## config.mk

```make
export PLATFORM = sky130hd
export DESIGN_NAME = rv0_fwb
export DESIGN_NICKNAME = d
export VERILOG_FILES = /design/src/rtl/rv0_fwb.sv
export SDC_FILE = /design/constraint.sdc
export NUM_CORES = 1
export LEC_CHECK = 0
export CAP_MARGIN = 15
export CORE_MARGIN = 5
export CORE_UTILIZATION = 46
export CTS_BUF_LIST = sky130_fd_sc_hd__clkbuf_2 sky130_fd_sc_hd__clkbuf_4 sky130_fd_sc_hd__clkbuf_8
export DETAILED_ROUTE_END_ITERATION = 10
export PLACE_DENSITY = 0.9
export SLEW_MARGIN = 20
export SYNTH_ARGS = -nofsm -noshare
export SYNTH_HDL_FRONTEND = slang
export SYNTH_SLANG_ARGS = --single-unit
```

## constraint.sdc

```tcl
create_clock -name clk -period 4.98 [get_ports clk]
set_input_delay 0.996 -clock clk [delete_from_list [all_inputs] [get_ports clk]]
set_output_delay 0.996 -clock clk [all_outputs]
set_load 0.005 [all_outputs]
```

## src/rtl/rv0_fwb.sv

```systemverilog
// Floating-point writeback stage: 2/4-entry result FIFO feeding the FP and shared integer write ports.
// Optional RV0_FWB_BYPASS_EN lets an FP result arriving at an empty FIFO write the FPR in its push cycle.
module rv0_fwb #(
    parameter int XLEN  = 32,
    parameter int FLEN  = 32,
    parameter int DEPTH = 2
) (
    input  logic            clk,
    input  logic            rst_n,
    input  logic            exu_res_vld,
    output logic            exu_res_rdy,
    input  logic [FLEN-1:0] exu_res_data,
    input  logic [4:0]      exu_res_rd,
    input  logic            exu_res_dst_x,
    input  logic [4:0]      exu_res_fflags,
    input  logic            flush,
    output logic            fpr_wr_en,
    output logic [4:0]      fpr_wr_addr,
    output logic [FLEN-1:0] fpr_wr_data,
    output logic            xrf_wr_req,
    input  logic            xrf_wr_gnt,
    output logic [4:0]      xrf_wr_addr,
    output logic [XLEN-1:0] xrf_wr_data,
    input  logic            csr_fflags_we,
    input  logic [4:0]      csr_fflags_wdata,
    output logic [4:0]      fflags,
    output logic            fwb_pend
);

    localparam int AW = (DEPTH > 2) ? 2 : 1;
    localparam logic [AW:0] FULL = AW'(0) + (AW+1)'(DEPTH);

    logic [FLEN-1:0] mem_data  [DEPTH];
    logic [4:0]      mem_rd    [DEPTH];
    logic            mem_dst_x [DEPTH];
    logic [4:0]      mem_flags [DEPTH];

    logic [AW-1:0] wr_ptr;
    logic [AW-1:0] rd_ptr;
    logic [AW:0]   count;

    logic            head_vld;
    logic [FLEN-1:0] head_data;
    logic [4:0]      head_rd;
    logic            head_dst_x;
    logic [4:0]      head_flags;
    logic            offer;
    logic            bypass;
    logic            push;
    logic            pop;
    logic [4:0]      popped_flags;

    assign exu_res_rdy = (count != FULL);
    assign fwb_pend    = (count != '0);

    assign head_vld   = (count != '0);
    assign head_data  = mem_data[rd_ptr];
    assign head_rd    = mem_rd[rd_ptr];
    assign head_dst_x = mem_dst_x[rd_ptr];
    assign head_flags = mem_flags[rd_ptr];

    assign offer = rst_n && !flush && exu_res_vld && exu_res_rdy;

`ifdef RV0_FWB_BYPASS_EN
    // Only an empty FIFO may be bypassed, otherwise writes would retire out of order.
    assign bypass = offer && !exu_res_dst_x && (count == '0);
`else
    assign bypass = 1'b0;
`endif

    assign push = offer && !bypass;

    // Integer heads with rd==0 retire silently; rd!=0 heads wait for the shared port.
    always_comb begin
        pop = 1'b0;
        if (rst_n && !flush && head_vld) begin
            if (!head_dst_x)
                pop = 1'b1;
            else if (head_rd == 5'd0)
                pop = 1'b1;
            else
                pop = xrf_wr_gnt;
        end
    end

    assign popped_flags = pop    ? head_flags :
                          bypass ? exu_res_fflags : 5'd0;

    assign fpr_wr_en   = (rst_n && !flush && head_vld && !head_dst_x) || bypass;
    assign fpr_wr_addr = bypass ? exu_res_rd   : head_rd;
    assign fpr_wr_data = bypass ? exu_res_data : head_data;

    assign xrf_wr_req  = rst_n && !flush && head_vld && head_dst_x && (head_rd != 5'd0);
    assign xrf_wr_addr = head_rd;

    generate
        if (XLEN > FLEN) begin : g_sext
            assign xrf_wr_data = {{(XLEN-FLEN){head_data[FLEN-1]}}, head_data};
        end else begin : g_trunc
            assign xrf_wr_data = head_data[XLEN-1:0];
        end
    endgenerate

    always_ff @(posedge clk) begin
        if (push) begin
            mem_data[wr_ptr]  <= exu_res_data;
            mem_rd[wr_ptr]    <= exu_res_rd;
            mem_dst_x[wr_ptr] <= exu_res_dst_x;
            mem_flags[wr_ptr] <= exu_res_fflags;
        end
    end

    always_ff @(posedge clk) begin
        if (!rst_n) begin
            wr_ptr <= '0;
            rd_ptr <= '0;
            count  <= '0;
            fflags <= 5'd0;
        end else begin
            if (flush) begin
                wr_ptr <= '0;
                rd_ptr <= '0;
                count  <= '0;
            end else begin
                if (push)
                    wr_ptr <= wr_ptr + AW'(1);
                if (pop)
                    rd_ptr <= rd_ptr + AW'(1);
                if (push && !pop)
                    count <= count + (AW+1)'(1);
                else if (pop && !push)
                    count <= count - (AW+1)'(1);
            end
            if (csr_fflags_we)
                fflags <= csr_fflags_wdata | popped_flags;
            else
                fflags <= fflags | popped_flags;
        end
    end

endmodule

```

; Word-level counts from Yosys, hierarchy flattened
; Memory sizes are Yosys's and may differ from the RTL's. A register that Yosys moved wholly into a read port is not among the register bits.
; Cells that the tools add are included.
[word_totals]
reg_bits = 9
ramBits = 86
inputBits = 54
output_inout_bits = 83
wordCells = 51
mem_count = 4
[op_classes]
add_sub_neg = 4
eq_ne = 1
muxes = 17
n_bitwise = 3
reduce_logical = 18
[mem_list]
columns = memory, depth, width, read_ports, rd_ports_with_merged_regs, write_ports, line_no
row1 = mem_data, 2, 32, 1, 1, 1, 33  ; logic [FLEN-1:0] mem_data [DEPTH];
row2 = mem_flags, 2, 5, 1, 1, 1, 36  ; logic [4:0] mem_flags [DEPTH];
row3 = mem_rd, 2, 5, 1, 1, 1, 34  ; logic [4:0] mem_rd [DEPTH];
row4 = mem_dst_x, 2, 1, 1, 1, 1, 35  ; logic mem_dst_x [DEPTH];
[ops]
columns = operator, count
row1 = 1-bit two-way mux, 13
row2 = 5-bit two-way mux, 2
row3 = 5-bit OR, 2
row4 = 1-bit logical AND, 9
row5 = 5-bit logical NOT, 1
row6 = 5-bit nonzero test, 1
row7 = 1-bit logical NOT, 4
row8 = 2-bit two-way mux, 2
row9 = 2-bit nonzero test, 2
row10 = 1-bit adder (second input constant), 2
row11 = 2-bit by 1-bit adder with 2-bit output (second input constant), 1
row12 = 2-bit inequality test (second input constant), 1
row13 = 2-bit OR reduction, 1
row14 = 2-bit by 1-bit subtractor with 2-bit output (second input constant), 1
row15 = 1-bit NOT, 1

; Logic depth before layout (Yosys ltp)
; Gate-level depths: netlist of the first run.
[depth]
ltp_word = 8
ltp_mapped = 9
depth_no_buf = 8

; Worst setup path before layout of the first run
; OpenSTA, ideal clock, no wires.
[synth_path]
path_kind = input to register
startpoint = input flush
endpoint = memory mem_data[0][0] (enable)
setup_time_ps = 449
t_arrival_ps = 3383
required_ps = 4531
path_slack_ps = 1148
path_stages = 3
path_buffers = 0
path_cell_list = and2b_1 -> and3_1 -> nor2b_1
[synth_between]
elab_chain_cells = 6
[synth_lines]
columns = element, line_no
row1 = from (decl), 16  ; input logic flush,
row2 = 1-bit logical NOT, 62  ; assign offer = rst_n && !flush && exu_res_vld && exu_res_rdy;
row3 = 1-bit logical AND (3 in series), 62
row4 = 1-bit two-way mux, 105  ; if (push) begin
row5 = 1-bit two-way mux (implied by the code), 106  ; mem_data[wr_ptr] <= exu_res_data;
row6 = to (decl), 33
; Every way passes these cells.

; Worst setup path after layout of the first run
[layout_path]
startpoint = input rst_n
endpoint = output fpr_wr_en
[layout_between]
elab_chain_cells = 3
[layout_lines]
columns = element, line_no
row1 = from (decl), 9  ; input logic rst_n,
row2 = 1-bit logical AND (3 in series), 89  ; assign fpr_wr_en = (rst_n && !flush && head_vld && !head_dst_x) || bypass;
row3 = to (decl), 17  ; output logic fpr_wr_en,
; Every way passes these cells.

==> flow_metrics.tcl, run 1 <==
set metrics [dict create \
    finalHoldViolations 0 \
    vdd_ir_drop_max_mv 0.154 \
    place_area_sq_um 5160 \
    end_kind "primary output" \
    ff2ff_path_depth 8 \
    cp.depth 5 \
    p_leak_nw 1.80 \
    syn_avg_cell_area_sq_um 17.4 \
    synth_top_cell_area_share_pct 65.1 \
    cts.sinks 96 \
    slew_headroom_pct 30.7 \
    post_cts_buffers 0 \
    first_pass_iters 4 \
    die_w_um 103 \
    start_kind "input port" \
    core_sq_um 8300 \
    crit_top_cell "clkdlybuf4s50_1" \
    area_growth_pct 35.0 \
    synth-edff-count 86 \
    critical-path-top-delay-family "buffers and inverters" \
    synth_cells 228 \
    rsz0062_at_grt "no" \
    rrSetupSlack_ns 2.30 \
    io-pin-count 137 \
    place.gp.congestion 0.700 \
    setup_tns_ns 0 \
    drt_iter0_drc 51 \
    finalInstanceArea_sq_um 5360 \
    maxCapViolations 0 \
    cp_data_required_time_ns 3.98 \
    synth_ff_type "edfxtp_1" \
    ys_top_cells_by_area "edfxtp_1, mux2_2, buf_4" \
    cts_buffers 9 \
    path_class "input port to primary output" \
    fp-row-count 33 \
    postRouteAntennaNets 0 \
    wl_um 7510 \
    cts_tree "done" \
    n_antenna_cell 0 \
    status "complete, no violations" \
    fmax_mhz 274 \
    crit_end "fpr_wr_en" \
    hold_class "register to register" \
    tightestPinTransition_ns 1.04 \
    period_needed_ns 3.65 \
    track_usage_pct 14.2 \
    crit_arrival_ns 2.66 \
    synth_cell_types 33 \
    ctsResizeCount 0 \
    viasPerCell 4.97 \
    dieArea_sq_um 10600 \
    grt_max_degree 44 \
    synthesis.area_sq_um 3970 \
    initial_core_util_pct 47.8 \
    yosysTopAreaCell "edfxtp_1" \
    cts-root-buf "clkbuf_8" \
    power_w 0.00154 \
    synth_seq_cells 96 \
    setup_viol 0 \
    num_vias 2211 \
    htreeDepth 3 \
    critPathMaxStageDelay_ns 0.62 \
    antenna_found_initial 0 \
    yosysMostFrequentCell "edfxtp_1" \
    powerDensity_nw_per_um2 287 \
    worstHoldStart "count[1]" \
    hold_buffers 0 \
    crit_chain "clkdlybuf4s50_1 -> and2b_1 -> o21ai_1 -> nor2_1 -> clkdlybuf4s50_1" \
    grt_remaining_overflow 0 \
    yosys_warnings 0 \
    cpMaxStageDelayCell "clkdlybuf4s50_1" \
    async_flop_share_pct 0 \
    clk_path_buf_depth 2 \
    cp_max_fo 7 \
    grt_pass1_wl_um 11200 \
    timing.final.crit_share_pct 73.4 \
    clk_pin_slew_worst_paths_ns 0.08 \
    yosysSeqAreaShare_pct 70.2 \
    clk_latency_ns 0.34 \
    die-height_um 103 \
    yosys-top-cells-count "edfxtp_1, mux2_2, buf_4" \
    layout-drive-gt1-share_pct 21.5 \
    startpoint "rst_n" \
    drc 0 \
    slew_viol_final 0 \
    rr_endpoint "count[1]" \
    nets 390 \
    dpl.hpwl_um 5540 \
    drt-wirelength-per-cell_um 16.9 \
    grt_pass1_vias 2345 \
    synth_nets 283 \
    numPortBuffers 136 \
    crit_buf_inv 2 \
    fin_skew_ns 0.00617 \
]
per-layer routing:
| layer | global-route usage [%] | routed length (um) |
|---|---|---|
| met2 | 24.7 | 3920 |
| met4 | 5.98 | 146 |
| met3 | 5.01 | 625 |
| met5 | 0 | 0 |
| met1 | 15.9 | 2810 |
flip-flops by register name (all words and copies together), names as in the netlist, named ones only:
signal,count
mem_data,64
mem_flags,10
mem_rd,10
fflags,5
count,2
mem_dst_x,2
rd_ptr,1
wr_ptr,1
area by class of cell:
type / count / area [sq um]
Fill cell: 615 / 2940
Clock inverter: 4 / 45.0
Inverter: 2 / 7.51
Sequential cell: 96 / 2780
Timing Repair Buffer: 138 / 1380
Clock buffer: 12 / 146
Tap cell: 105 / 131
Multi-Input combinational cell: 88 / 866
metrics by stage:
stage	hold slack [ns]	utilization (%)	setup WS, ns	cells
global placement	0.508	62.2	1.37	429
CTS	0.537	64.5	1.32	445
detailed placement	0.525	62.2	1.33	429
floorplan	0.485	-	1.15	228
global route	0.602	64.5	1.23	445
finish	0.535	64.5	1.33	445
worst min-delay path: cells and delay by family (launching register included):
kind | cells | cell delay (ns)
AO/OA/AOI/OAI | 2 | 0.14
flip-flops | 1 | 0.35
layout by cell type, fill, tap and decap left out, types with 2 or more instances in the layout:
cell,synthesis,final
nor2_1,6,6
inv_1,2,2
dfxtp_1,10,9
clkdlybuf4s50_1,0,136
nand2b_1,2,2
xor2_1,2,2
a22o_1,5,5
o311ai_1,2,2
edfxtp_1,86,86
clkbuf_4,0,3
clkinv_1,0,2
nor4b_1,2,2
buf_4,41,2
mux2_2,47,47
nand2_1,2,2
clkbuf_8,0,9
kinds of logic after synthesis:
family | share of synthesized area [%]
AOI/OAI and AO/OA | 3.03
xor gates and xnor gates | 0.663
muxes | 14.0
adders and majority gates | 0.315
buffers and inverters | 8.23
DFF | 70.2
and+or+nand+nor | 3.63
where the power goes:
group	internal, W	switching [W]
Combinational	0.000105	0.0000504
Clock	0.000246	0.000236
Sequential	0.000893	0.00000736
Total	0.00124	0.000293
worst min-delay path by stage:
stage | slack, ns | depth (start not counted) | end
2_1_floorplan | 0.48 | 2 | count[1]
3_3_place_gp | 0.51 | 2 | count[1]
3_5_place_dp | 0.52 | 2 | count[1]
4_1_cts | 0.54 | 2 | count[1]
5_1_grt | 0.60 | 2 | count[1]
6_report | 0.53 | 2 | count[1]
Note: power is estimated with default switching activity, not from simulation.
==> inputs of run 2 (changes only) <==
Settings changed: CORE_UTILIZATION 46 to 42, PLACE_DENSITY 0.9 to 0.87.
Clock period 4.98 ns to 3.1 ns, I/O delays scaled along.
==> run 2 against run 1 <==
Register-to-register slack worse by 1.3 ns. Final area up 2.1%. Sequential cell count unchanged. Hold slack better by 0.018 ns. Critical endpoint unchanged. Non-clock buffer count rose by 5. Cell count grew 6.3%. Clock skew rose by 0.0018 ns. Worst setup slack got worse by 0.99 ns. Count of clock-buffer cells in the layout shrank 2.
==> flow_metrics.tcl, run 2 (synthesis results as in run 1) <==
set metrics [dict create \
    drt-wirelength-per-cell_um 16.4 \
    layout_common_cells "clkdlybuf4s50_1, edfxtp_1, mux2_2" \
    finalHoldViolations 0 \
    setup_viol 0 \
    top_register "mem_data" \
    fp-row-count 35 \
    maxCapViolations 0 \
    cp_max_fo 5 \
    status "complete, no violations" \
    timing.final.crit_share_pct 89.1 \
    dieArea_sq_um 11500 \
    die_w_um 107 \
    track_usage_pct 13.7 \
    cts-root-buf "clkbuf_8" \
    largest_reg_flops 64 \
    htreeDepth 3 \
    grt_remaining_overflow 0 \
    ctsResizeCount 0 \
    fmax_mhz 362 \
    crit_arrival_ns 2.14 \
    setup_tns_ns 0 \
    layout-drive-gt1-share_pct 23.0 \
    cp_data_required_time_ns 2.48 \
    cts.sinks 96 \
    clk_latency_ns 0.34 \
    powerDensity_nw_per_um2 483 \
    nets 395 \
    grt_max_degree 23 \
    drt_iter0_drc 47 \
    slew_headroom_pct 69.7 \
    cts_buffers 9 \
    end_kind "primary output" \
    top_regs "mem_data (64), mem_flags (10), mem_rd (10)" \
    period_needed_ns 2.76 \
    grt_pass1_wl_um 12300 \
    wl_um 7750 \
    core_sq_um 9240 \
    drc 0 \
    vdd_ir_drop_max_mv 0.240 \
    cts_tree "done" \
    initial_core_util_pct 42.9 \
    fillerInstances 711 \
    die-height_um 107 \
    dpl.hpwl_um 5780 \
    num_vias 2242 \
    postRouteAntennaNets 0 \
    antenna_found_initial 0 \
    rsz0062_at_grt "no" \
    fin_skew_ns 0.00794 \
    clk_path_buf_depth 2 \
    start_kind "input port" \
    numPortBuffers 136 \
    slew_viol_final 0 \
    hold_buffers 0 \
    n_antenna_cell 0 \
    viasPerCell 4.74 \
    post_cts_buffers 0 \
    layout_commonest_cell "clkdlybuf4s50_1" \
    area_growth_pct 37.9 \
    p_leak_nw 1.84 \
    clk_pin_slew_worst_paths_ns 0.08 \
    first_pass_iters 4 \
    tightestPinTransition_ns 0.452 \
    finish.utilization_pct 59.2 \
    io-pin-count 137 \
    rrSetupSlack_ns 0.95 \
    hold_class "register to register" \
    grt_pass1_vias 2424 \
    path_class "input port to primary output" \
    place.gp.congestion 0.785 \
]
## run 2: changes by cell type in the layout (fill, tap and decap cells not counted)
cell,previous run,this run
buf_4,2,7
bufinv_16,1,3
clkbuf_4,3,1
clkinv_1,2,0
clkinv_4,0,1
## run 2: critical path, cell delays in order
cell,delay (ns)
clkdlybuf4s50_1,0.48
and2b_1,0.21
o21ai_1,0.26
nor2_1,0.10
clkdlybuf4s50_1,0.47
## run 2: final timing paths
kind | startpoint | endpoint | cells past startpoint
setup / recovery | flush | fpr_wr_en | 5
setup reg to reg | register | count[1] | 7
hold reg to reg | count[1] | count[1] | 2
hold / removal | count[1] | count[1] | 2
## run 2: layer usage
metal	track usage [%]	vias to the layer above	routed length, um
li1	-	1048	-
met1	16.2	1099	3110
met2	24.3	87	4080
met3	3.91	8	480
met4	4.11	0	82
met5	0	-	0
## run 2: final cells by class
cell class / instances / area (sq um) / share of cell area (%)
flip-flops and latches: 96 / 2780 / 50.9
repair buffers: 143 / 1410 / 25.8
multi-input cells: 88 / 866 / 15.8
well taps: 129 / 161 / 2.95
clock buffers: 10 / 131 / 2.40
clock inverters: 5 / 106 / 1.94
inverters: 2 / 7.51 / 0.137
## run 2: per-stage QoR
stage | hold WS (ns) | power, W | std cells | setup WS [ns] | instance area, sq um
6_report | 0.553 | 0.00264 | 473 | 0.337 | 5470
5_1_grt | 0.595 | 0.00274 | 473 | 0.258 | 5470
4_1_cts | 0.556 | 0.00267 | 473 | 0.329 | 5470
3_5_place_dp | 0.544 | 0.00173 | 458 | 0.334 | 5230
3_3_place_gp | 0.509 | 0.00172 | 458 | 0.364 | 5230
2_1_floorplan | 0.485 | 0.00157 | 228 | 0.454 | 3970
## run 2: power breakdown
part | switching [W] | internal [W] | leakage [nW]
Clock | 0.000399 | 0.000542 | 0.116
Combinational | 0.0000838 | 0.000171 | 0.864
Sequential | 0.00000997 | 0.00143 | 0.863
